[config.mk]
export PLATFORM = sky130hd
export DESIGN_NAME = sum_accum
export DESIGN_NICKNAME = d
export VERILOG_FILES = /design/src/rtl/sum_accum.sv
export SDC_FILE = /design/constraint.sdc
export NUM_CORES = 1
export LEC_CHECK = 0
export CORE_MARGIN = 2
export CORE_UTILIZATION = 54
export DETAILED_ROUTE_END_ITERATION = 10
export HOLD_SLACK_MARGIN = 0.1
export MAX_ROUTING_LAYER = met4
export PLACE_DENSITY = 0.93
export SYNTH_ARGS = -nofsm -noshare
export SYNTH_HDL_FRONTEND = slang
export SYNTH_SLANG_ARGS = --single-unit
[constraint.sdc]
create_clock -name clk -period 4.6 [get_ports clk]
set_input_delay 0.69 -clock clk [delete_from_list [all_inputs] [get_ports clk]]
set_output_delay 0.69 -clock clk [all_outputs]
set_load 0.1 [all_outputs]
[src/rtl/sum_accum.sv]
// Frame accumulator: sums COUNT upstream adder results with saturation,
// then holds total, average and overflow until the consumer takes them.
module sum_accum #(
  parameter int COUNT = 4,
  parameter int ACC_W = 8
) (
  input  logic             clk,
  input  logic             rst,
  input  logic [4:0]       sum_in,
  input  logic             in_valid,
  output logic             in_ready,
  output logic [ACC_W-1:0] acc_out,
  output logic [4:0]       avg_out,
  output logic             ovf,
  output logic             out_valid,
  input  logic             out_ready
);

  localparam int SH = $clog2(COUNT);

  typedef enum logic {ACCUM, HOLD} state_t;

  state_t state, state_nx;

  logic [SH-1:0]    cnt;
  logic [ACC_W-1:0] acc;
  logic             sticky;

  logic             accept;
  logic             last;
  logic             done;
  logic [ACC_W:0]   sum_ext;
  logic             ovf_add;
  logic             ovf_nx;
  logic [ACC_W-1:0] acc_nx;
  logic [ACC_W-1:0] shifted;
  logic [4:0]       avg_nx;

  assign accept  = in_valid && (state == ACCUM);
  assign last    = (cnt == SH'(COUNT - 1));
  assign done    = (state == HOLD) && out_ready;
  assign sum_ext = {1'b0, acc} + (ACC_W + 1)'(sum_in);
  assign ovf_add = sum_ext[ACC_W];
  assign ovf_nx  = sticky | ovf_add;
  assign acc_nx  = ovf_add ? '1 : sum_ext[ACC_W-1:0];
  assign shifted = acc_nx >> SH;
  // average is clamped because wide accumulators can exceed 5 bits
  assign avg_nx  = (shifted > ACC_W'(31)) ? 5'd31 : shifted[4:0];

  always_ff @(posedge clk) begin
    if (rst) begin
      state <= ACCUM;
    end else begin
      state <= state_nx;
    end
  end

  always_comb begin
    state_nx  = state;
    in_ready  = 1'b0;
    out_valid = 1'b0;
    unique case (state)
      ACCUM: begin
        in_ready = 1'b1;
        if (accept && last) begin
          state_nx = HOLD;
        end
      end
      HOLD: begin
        out_valid = 1'b1;
        if (out_ready) begin
          state_nx = ACCUM;
        end
      end
    endcase
  end

  always_ff @(posedge clk) begin
    if (rst) begin
      acc     <= '0;
      cnt     <= '0;
      sticky  <= 1'b0;
      acc_out <= '0;
      avg_out <= '0;
      ovf     <= 1'b0;
    end else if (done) begin
      acc    <= '0;
      cnt    <= '0;
      sticky <= 1'b0;
    end else if (accept) begin
      acc    <= acc_nx;
      sticky <= ovf_nx;
      if (last) begin
        acc_out <= acc_nx;
        avg_out <= avg_nx;
        ovf     <= ovf_nx;
      end else begin
        cnt <= cnt + 1'b1;
      end
    end
  end

endmodule

==> impl_metrics.json, run 1 <==
{
  "synth-simple-area-share_pct": 19.8,
  "synth.area.mux_share_pct": 3.89,
  "vias": 1125,
  "fin_crit_sh_pct": 58.1,
  "rr_endpoint": "avg_out[3]",
  "fp.dieW_um": 53.4,
  "slowest_delay_ns": 0.41,
  "drv_cap": 0,
  "seqPwrFrac_pct": 47.3,
  "crit_path_end_kind": "flop",
  "cp_max_fo": 8,
  "syn_inst": 145,
  "place_area_um2": 1550,
  "firstDrtPassIters": 4,
  "worst-path-stages": 8,
  "synth_compound_area_share_pct": 23.5,
  "cts_resized": 0,
  "hp-class": "flop to flop",
  "worstReg2RegStart": "acc[0]",
  "dp_hpwl_um": 2090,
  "post-place-ws_ns": 1.56,
  "worstSkewPairLatency_ns": 0.32,
  "worstMarginPinSlew_ns": 0.979,
  "rsz0062_at_grt": "no",
  "synth_top_family_by_area": "compound AO/OA/AOI/OAI gates",
  "num_io_pins": 25,
  "r2r_slack_ns": 2.38,
  "ir_drop_v": 0.000256,
  "n_antenna_cell": 0,
  "crit_start": "sum_in[0]",
  "die_area_um2": 2850,
  "start_kind": "input pin",
  "p_per_area_nw_per_um2": 322,
  "fin_cells": 192,
  "post_drt_wl_per_cell_um": 14.6,
  "ant_nets": 0,
  "io_buffers": 24,
  "dpl.cell_count": 188,
  "p_switching_mw": 0.146,
  "ys_warn_count": 0,
  "track_usage_pct": 22.0,
  "intPower_mw": 0.368,
  "cts_sinks": 26,
  "syn_to_final_growth_pct": 21.3,
  "synth-seq-area-share_pct": 39.5,
  "synth_xor_area_share_pct": 1.99,
  "crit_required_ns": 4.81,
  "ys_types": 44,
  "finalInstanceArea_um2": 1600,
  "grt_max_degree": 19,
  "path_buf_inv": 1,
  "drv_slew": 0,
  "sw_frac_of_total_pct": 28.4,
  "ys_seq_elements": 26,
  "synth_edf_count": 0,
  "routed_wl_um": 2800,
  "synth_top_cell_area_share_pct": 39.5,
  "viasPerCell": 5.86,
  "die_h_um": 53.4,
  "cts.clk_slew.worst_paths_ns": 0.15,
  "status": "finished clean",
  "drc": 0,
  "ctsLongestPathBuffers": 2,
  "crit_end": "avg_out[3]",
  "hold_slack_ns": 0.474,
  "setup_viol": 0,
  "post_cts_buffers": 0,
  "slew_headroom_pct": 34.6,
  "core_area_um2": 2250,
  "critical_path_class": "input pin to flop",
  "ys_top_cells_by_count": "dfxtp_1 (26), nor2_1 (21), nand2_1 (11)",
  "ctsHoldBuffers": 0,
  "antenna_found_initial": 0,
  "combPwrFrac_pct": 22.1,
  "gp_congestion": 0.827,
  "synth_flop_cell": "dfxtp_1",
  "fin_tns_setup_ns": 0,
  "slowest_stage": "clkdlybuf4s50_1",
  "r2r_cells": 7,
  "grt_overflow": 0,
  "final-hold-violation-count": 0,
  "min_period_ns": 2.67,
  "path_delay_family": "adder cells",
  "cts_buffers": 3,
  "path_cells": "clkdlybuf4s50_1 -> ha_1 -> fa_1 -> a21o_2 -> a31oi_4 -> nor2_1 -> nor4b_2 -> o22ai_2",
  "finalClockSkew_ns": 0.00920,
  "synthAdderAreaFrac_pct": 7.22,
  "start_util_pct": 58.4,
  "fmax_ghz": 0.374,
  "fin_ws_ns": 1.93,
  "cts_tree": "done",
  "p_clk_share_pct": 30.6,
  "cp.arrival_ns": 2.88,
  "nets": 181,
  "synth_nets": 161,
  "placementRows": 17,
  "drive_gt1_share_pct": 8.54,
  "yosys.area.top_type": "dfxtp_1",
  "power_leakage_nw": 0.613,
  "syn_avg_cell_area_um2": 9.09,
  "yosysMostFrequentCell": "dfxtp_1",
  "synth_area_leaders": "dfxtp_1 (40%), nor2_1 (6.0%), ha_1 (5.7%)",
  "ys_async_sr_fraction_pct": 0,
  "drtIter0Drc": 25,
  "grt_first_pass_wirelength_um": 4500,
  "clockRootBuffer": "clkbuf_4",
  "synth_area_um2": 1320,
  "h-tree-depth": 1,
  "grt_pass1_vias": 1053
}
power by group through the flow:
stage	Combinational, mW	Sequential (mW)	Clock, mW
after CTS	0.114	0.243	0.158
after global placement	0.110	0.247	0
final	0.114	0.243	0.157
after detailed placement	0.113	0.248	0
after global routing	0.123	0.245	0.168
after floorplan	0.0754	0.260	0
worst reg2reg max path, stage by stage (launching register included):
cell     delay [ns]
dfxtp_1        0.35
ha_1           0.21
fa_1           0.40
a21o_2         0.26
a31oi_4        0.24
nor2_1         0.17
nor4b_2        0.35
o22ai_2        0.12
per-stage QoR:
stage                     power, mW  util (%)
after floorplan               0.336         -
after global placement        0.357      68.5
after detailed placement      0.361      68.5
after CTS                     0.515      70.9
after global routing          0.535      70.9
final                         0.514      70.9
how the worst min path moves through the flow:
| stage | from | to | slack (ns) | depth (start not counted) |
|---|---|---|---|---|
| finish | acc_out[6] | acc_out[6] | 0.47 | 2 |
| floorplan | sticky | sticky | 0.44 | 2 |
| detailed placement | acc_out[6] | acc_out[6] | 0.45 | 2 |
| CTS | acc_out[6] | acc_out[6] | 0.47 | 2 |
| global route | acc_out[4] | acc_out[4] | 0.50 | 2 |
| global placement | acc_out[7] | acc_out[7] | 0.45 | 2 |
cells by family after synthesis:
kind of cell             count (synthesis)
AND/OR/NAND/NOR                         52
buffers and inverters                   11
flip-flops                              26
AO/OA/AOI/OAI                           41
adder cells (fa/ha/maj)                  7
XOR/XNOR                                 3
multiplexers                             5
placed cells by master (no fill, tap or decap), types with 4 or more instances in the layout:
cell type and instances:
mux2i_1 4, nor3_1 5, dfxtp_1 26, nand2_1 11, nor2_1 21, clkdlybuf4s50_1 24, a21oi_1 8, a211oi_1 5
ha_1 6, o21ai_0 5
routing by layer:
metal | routed length [µm] | up-vias | GRT usage (%)
met3 | 130 | 8 | 3.39
met2 | 1420 | 42 | 39.3
met5 | 0 | - | -
met1 | 1200 | 515 | 24.9
met4 | 43 | 0 | 6.84
li1 | - | 560 | -
registers in the layout (all words and copies together), names as in the netlist:
signal and count:
acc 8, acc_out 8, avg_out 5, cnt 2, ovf 1, state 1, sticky 1
layout make-up:
type	instances	area, µm²
clock buffer	3	22.5
clock inverter	1	30.0
fill	182	657
inverter	2	7.51
multi-input combinational	108	742
sequential	26	520
tap	28	35.0
timing repair buffer	24	240
Power figures use the tool's default switching activity.
==> run 2, diff against run 1 <==
Settings changed: CORE_UTILIZATION 54 to 46, PLACE_DENSITY 0.93 to 0.86.
Clock period 4.6 ns to 2.3 ns, I/O delays scaled along.
==> impl_metrics.json, run 2 (same netlist as run 1, synthesis figures left out) <==
{
  "post-place-ws_ns": -0.310,
  "grt_max_degree": 18,
  "ctsLongestPathBuffers": 2,
  "cts_buffers": 3,
  "intPower_mw": 0.765,
  "worstSkewPairLatency_ns": 0.33,
  "h-tree-depth": 1,
  "final_common_cell": "buf_4",
  "path_buf_inv": 0,
  "track_usage_pct": 18.8,
  "final-hold-violation-count": 0,
  "gp_congestion": 0.912,
  "start_kind": "flop",
  "crit_start": "acc[0]",
  "final_cell_mix": "buf_4 (30), dfxtp_1 (26), nor2_1 (21)",
  "r2r_slack_ns": 0.15,
  "post_drt_wl_per_cell_um": 13.8,
  "fin_crit_sh_pct": 93.3,
  "rsz0062_at_grt": "no",
  "fin_cells": 209,
  "drive_gt1_share_pct": 25.8,
  "routed_wl_um": 2890,
  "path_delay_family": "compound AO/OA/AOI/OAI gates",
  "num_io_pins": 25,
  "antenna_found_initial": 0,
  "grt_overflow": 0,
  "io_buffers": 24,
  "reg_top3": "acc x8, acc_out x8, avg_out x5",
  "dpl.cell_count": 205,
  "placementRows": 19,
  "fmax_ghz": 0.466,
  "worst-path-stages": 7,
  "p_clk_share_pct": 30.2,
  "cp_max_fo": 6,
  "ir_drop_v": 0.000446,
  "vias": 1190,
  "sw_frac_of_total_pct": 28.7,
  "crit_required_ns": 2.54,
  "hold_path.startpoint": "acc_out[4]",
  "clockRootBuffer": "clkbuf_4",
  "core_area_um2": 2730,
  "firstDrtPassIters": 4,
  "viasPerCell": 5.69,
  "slowest_delay_ns": 0.37,
  "fp.dieW_um": 57.5,
  "die_area_um2": 3310,
  "crit_end": "avg_out[2]",
  "crit_path_end_kind": "flop",
  "die_h_um": 57.5,
  "r2r_cells": 7,
  "p_switching_mw": 0.308,
  "p_total_mw": 1.07,
  "n_antenna_cell": 0,
  "combPwrFrac_pct": 24.5,
  "slowest_stage": "fa_2",
  "p_per_area_nw_per_um2": 634,
  "slew_headroom_pct": 73.3,
  "status": "finished clean",
  "drv_cap": 0,
  "ctsHoldBuffers": 0,
  "path_cells": "ha_4 -> fa_2 -> a21o_4 -> or3_1 -> nor3_2 -> o22a_2 -> a31oi_1",
  "cts_tree": "done",
  "cts_sinks": 26,
  "setup_viol": 0,
  "worstMarginPinSlew_ns": 0.401,
  "grt_pass1_vias": 1170,
  "power_leakage_nw": 0.720,
  "drv_slew": 0,
  "fin_ws_ns": 0.154,
  "cp.arrival_ns": 2.38,
  "finalClockSkew_ns": 0.00209,
  "nets": 195,
  "start_util_pct": 48.2,
  "dp_hpwl_um": 2160,
  "cts.clk_slew.worst_paths_ns": 0.15,
  "seqPwrFrac_pct": 45.3,
  "rr_endpoint": "avg_out[2]",
  "fillers": 225,
  "critical_path_class": "flop to flop",
  "ant_nets": 0,
  "worstReg2RegStart": "acc[0]",
  "drc": 0,
  "hp-class": "flop to flop",
  "syn_to_final_growth_pct": 28.3,
  "grt_first_pass_wirelength_um": 4840,
  "drtIter0Drc": 39,
  "min_period_ns": 2.15
}
==> run 2: cell type report <==
type / instances / area [µm²] / area share [%]
multi-input combinational: 108 / 763 / 45.2
clock buffer: 3 / 22.5 / 1.33
timing repair buffer: 38 / 308 / 18.2
tap: 31 / 38.8 / 2.29
sequential: 26 / 520 / 30.8
clock inverter: 1 / 30.0 / 1.78
inverter: 2 / 7.51 / 0.444
==> run 2: power by group through the flow <==
stage,Clock [mW],Combinational (mW),Sequential (mW)
floorplan,0,0.151,0.520
global placement,0,0.246,0.494
detailed placement,0,0.255,0.496
CTS,0.330,0.257,0.486
global route,0.340,0.286,0.490
finish,0.324,0.262,0.486
==> run 2: per-layer routing <==
metal	global-route usage, %	wire length [µm]
met1	20.9	1230
met3	2.72	135
met2	33.0	1450
met4	8.64	63
met5	-	0
==> run 2: per-stage QoR <==
step	utilization, %	hold WS, ns	setup TNS, ns	area, µm²
2_1_floorplan	-	0.438	0	1320
3_3_place_gp	59.0	0.447	-2.95	1610
3_5_place_dp	59.0	0.457	-4.29	1610
4_1_cts	61.0	0.478	0	1670
5_1_grt	61.8	0.512	0	1690
6_report	61.8	0.481	0	1690
==> run 2: worst reg2reg max path, delay by kind of cell, from the launching register on <==
kind / cells / cell delay (ns)
flops: 1 / 0.36
compound gates: 3 / 0.61
fa+ha+maj: 2 / 0.54
simple gates: 2 / 0.54
==> run 2: how the worst min path moves through the flow <==
stage | slack [ns] | to | cells after the start
4_1_cts | 0.48 | acc_out[4] | 2
3_5_place_dp | 0.46 | acc_out[6] | 2
2_1_floorplan | 0.44 | sticky | 2
3_3_place_gp | 0.45 | acc_out[7] | 2
5_1_grt | 0.51 | acc_out[6] | 2
6_report | 0.48 | acc_out[4] | 2
==> run 2: what timing repair did <==
item	in CTS	in global routing
gates resized for setup	0	5
setup endpoints to repair	0	6
setup buffers	0	0
endpoints found under the hold margin	0	0
==> run 3, diff against run 2 <==
Settings changed: CORE_UTILIZATION 46 to 51, PLACE_DENSITY 0.86 to 0.89, SLEW_MARGIN from default to 20.
Clock period 2.3 ns to 2.15 ns, I/O delays scaled along.
==> impl_metrics.json, run 3 (same netlist as run 1, synthesis figures left out) <==
{
  "status": "finished clean",
  "drv_cap": 0,
  "holdPathStages": 2,
  "route.met2.wl_um": 1600,
  "placementRows": 18,
  "grt_max_degree": 18,
  "power_leakage_nw": 0.731,
  "gp_congestion": 0.857,
  "cp.arrival_ns": 2.25,
  "reg_top3": "acc x8, acc_out x8, avg_out x5",
  "cts_sinks": 26,
  "r2r_cells": 9,
  "final_cell_mix": "buf_4 (32), dfxtp_1 (25), nor2_1 (20)",
  "crit_path_end_kind": "flop",
  "cts.clk_slew.worst_paths_ns": 0.15,
  "cts_tree": "done",
  "routed_wl_um": 3050,
  "drv_slew": 0,
  "fillers": 186,
  "grt_pass1_vias": 1123,
  "ctsLongestPathBuffers": 2,
  "ctsHoldBuffers": 0,
  "num_io_pins": 25,
  "viasPerCell": 5.66,
  "ant_nets": 0,
  "fmax_ghz": 0.490,
  "n_antenna_cell": 0,
  "fp.dieW_um": 54.8,
  "track_usage_pct": 23.9,
  "antenna_found_initial": 0,
  "path_buf_inv": 2,
  "p_total_mw": 1.08,
  "slew_headroom_pct": 73.6,
  "dp_hpwl_um": 2190,
  "h-tree-depth": 1,
  "path_delay_family": "compound AO/OA/AOI/OAI gates",
  "slowest_stage": "dfxtp_2",
  "syn_to_final_growth_pct": 30.8,
  "final_common_cell": "buf_4",
  "routed.top_layer": "met4",
  "hp-class": "flop to flop",
  "worstMarginPinSlew_ns": 0.396,
  "drive_gt1_share_pct": 29.1,
  "fin_tns_setup_ns": 0,
  "min_period_ns": 2.04,
  "core_area_um2": 2450,
  "met3_length_um": 138,
  "die_area_um2": 3010,
  "slowest_delay_ns": 0.37,
  "start_util_pct": 53.7,
  "grt_first_pass_wirelength_um": 4980,
  "wl_met1_um": 1290,
  "drc": 0,
  "post_drt_wl_per_cell_um": 14.4,
  "cp_max_fo": 4,
  "clockRootBuffer": "clkbuf_4",
  "nets": 199,
  "finalClockSkew_ns": 0.00873,
  "p_per_area_nw_per_um2": 626,
  "fin_crit_sh_pct": 95.0,
  "path_cells": "ha_4 -> fa_2 -> a21o_4 -> buf_12 -> a31oi_4 -> buf_6 -> nor2b_1 -> o211ai_1 -> a31oi_1",
  "rsz0062_at_grt": "no",
  "start_kind": "flop",
  "worst-path-stages": 9,
  "cts_buffers": 3,
  "final-hold-violation-count": 0,
  "worstSkewPairLatency_ns": 0.33,
  "crit_required_ns": 2.36,
  "critical_path_class": "flop to flop",
  "io_buffers": 24,
  "firstDrtPassIters": 4,
  "drtIter0Drc": 27,
  "dpl.cell_count": 204,
  "ir_drop_v": 0.000557,
  "setup_viol": 0,
  "die_h_um": 54.8,
  "grt_overflow": 0,
  "fin_cells": 212,
  "vias": 1199
}
run 3: cell count changes in the layout (fill, tap and decap cells not counted), sizes merged:
cell,before,now
bufinv,1,0
buf,30,34
dlymetal6s2s,1,0
dlygate4sd2,0,1
clkbuf,3,4
run 3: layer usage:
metal  up-vias  global-route usage, %
li1        599                      -
met1       568                   27.3
met2        30                   41.7
met3         2                   5.46
met4         0                   6.25
met5         -                      -
run 3: path summary, 6_finish.rpt:
| kind | to | startpoint | slack [ns] |
|---|---|---|---|
| setup / recovery | avg_out[4] | acc[0] | 0.11 |
| hold / removal | acc_out[7] | acc_out[7] | 0.47 |
| setup reg to reg | avg_out[4] | acc[0] | 0.11 |
| hold reg to reg | acc_out[7] | acc_out[7] | 0.47 |
run 3: repair_timing:
action                     in CTS  in global routing
pin swaps                      11                  5
setup endpoints to repair       7                  8
buffers inserted                4                  0
gates resized for setup         9                  0
run 3: area by class of cell:
| class | instances | area [µm²] | share of cell area [%] |
|---|---|---|---|
| tap | 30 | 37.5 | 2.18 |
| timing repair buffer | 42 | 350 | 20.3 |
| inverter | 2 | 7.51 | 0.436 |
| sequential | 26 | 522 | 30.3 |
| clock buffer | 4 | 36.3 | 2.11 |
| multi-input combinational | 108 | 769 | 44.7 |
run 3: worst reg2reg max path, stage by stage (launching register included):
cell and delay (ns):
dfxtp_2 0.37, ha_4 0.16, fa_2 0.35, a21o_4 0.23, buf_12 0.12, a31oi_4 0.16
buf_6 0.13, nor2b_1 0.06, o211ai_1 0.23, a31oi_1 0.12
run 3: per-stage QoR:
step / util [%] / area, µm² / hold slack (ns) / setup WS, ns
5_1_grt: 70.2 / 1720 / 0.496 / 0.0208
4_1_cts: 70.2 / 1720 / 0.477 / 0.0171
3_3_place_gp: 65.7 / 1610 / 0.447 / -0.376
3_5_place_dp: 65.7 / 1610 / 0.455 / -0.459
2_1_floorplan: - / 1320 / 0.438 / 0.0900
6_report: 70.2 / 1720 / 0.473 / 0.108
run 3: power by group:
part	internal [mW]	total, mW	switching, mW
logic	0.142	0.304	0.163
registers	0.504	0.521	0.0177
clock network	0.104	0.253	0.149
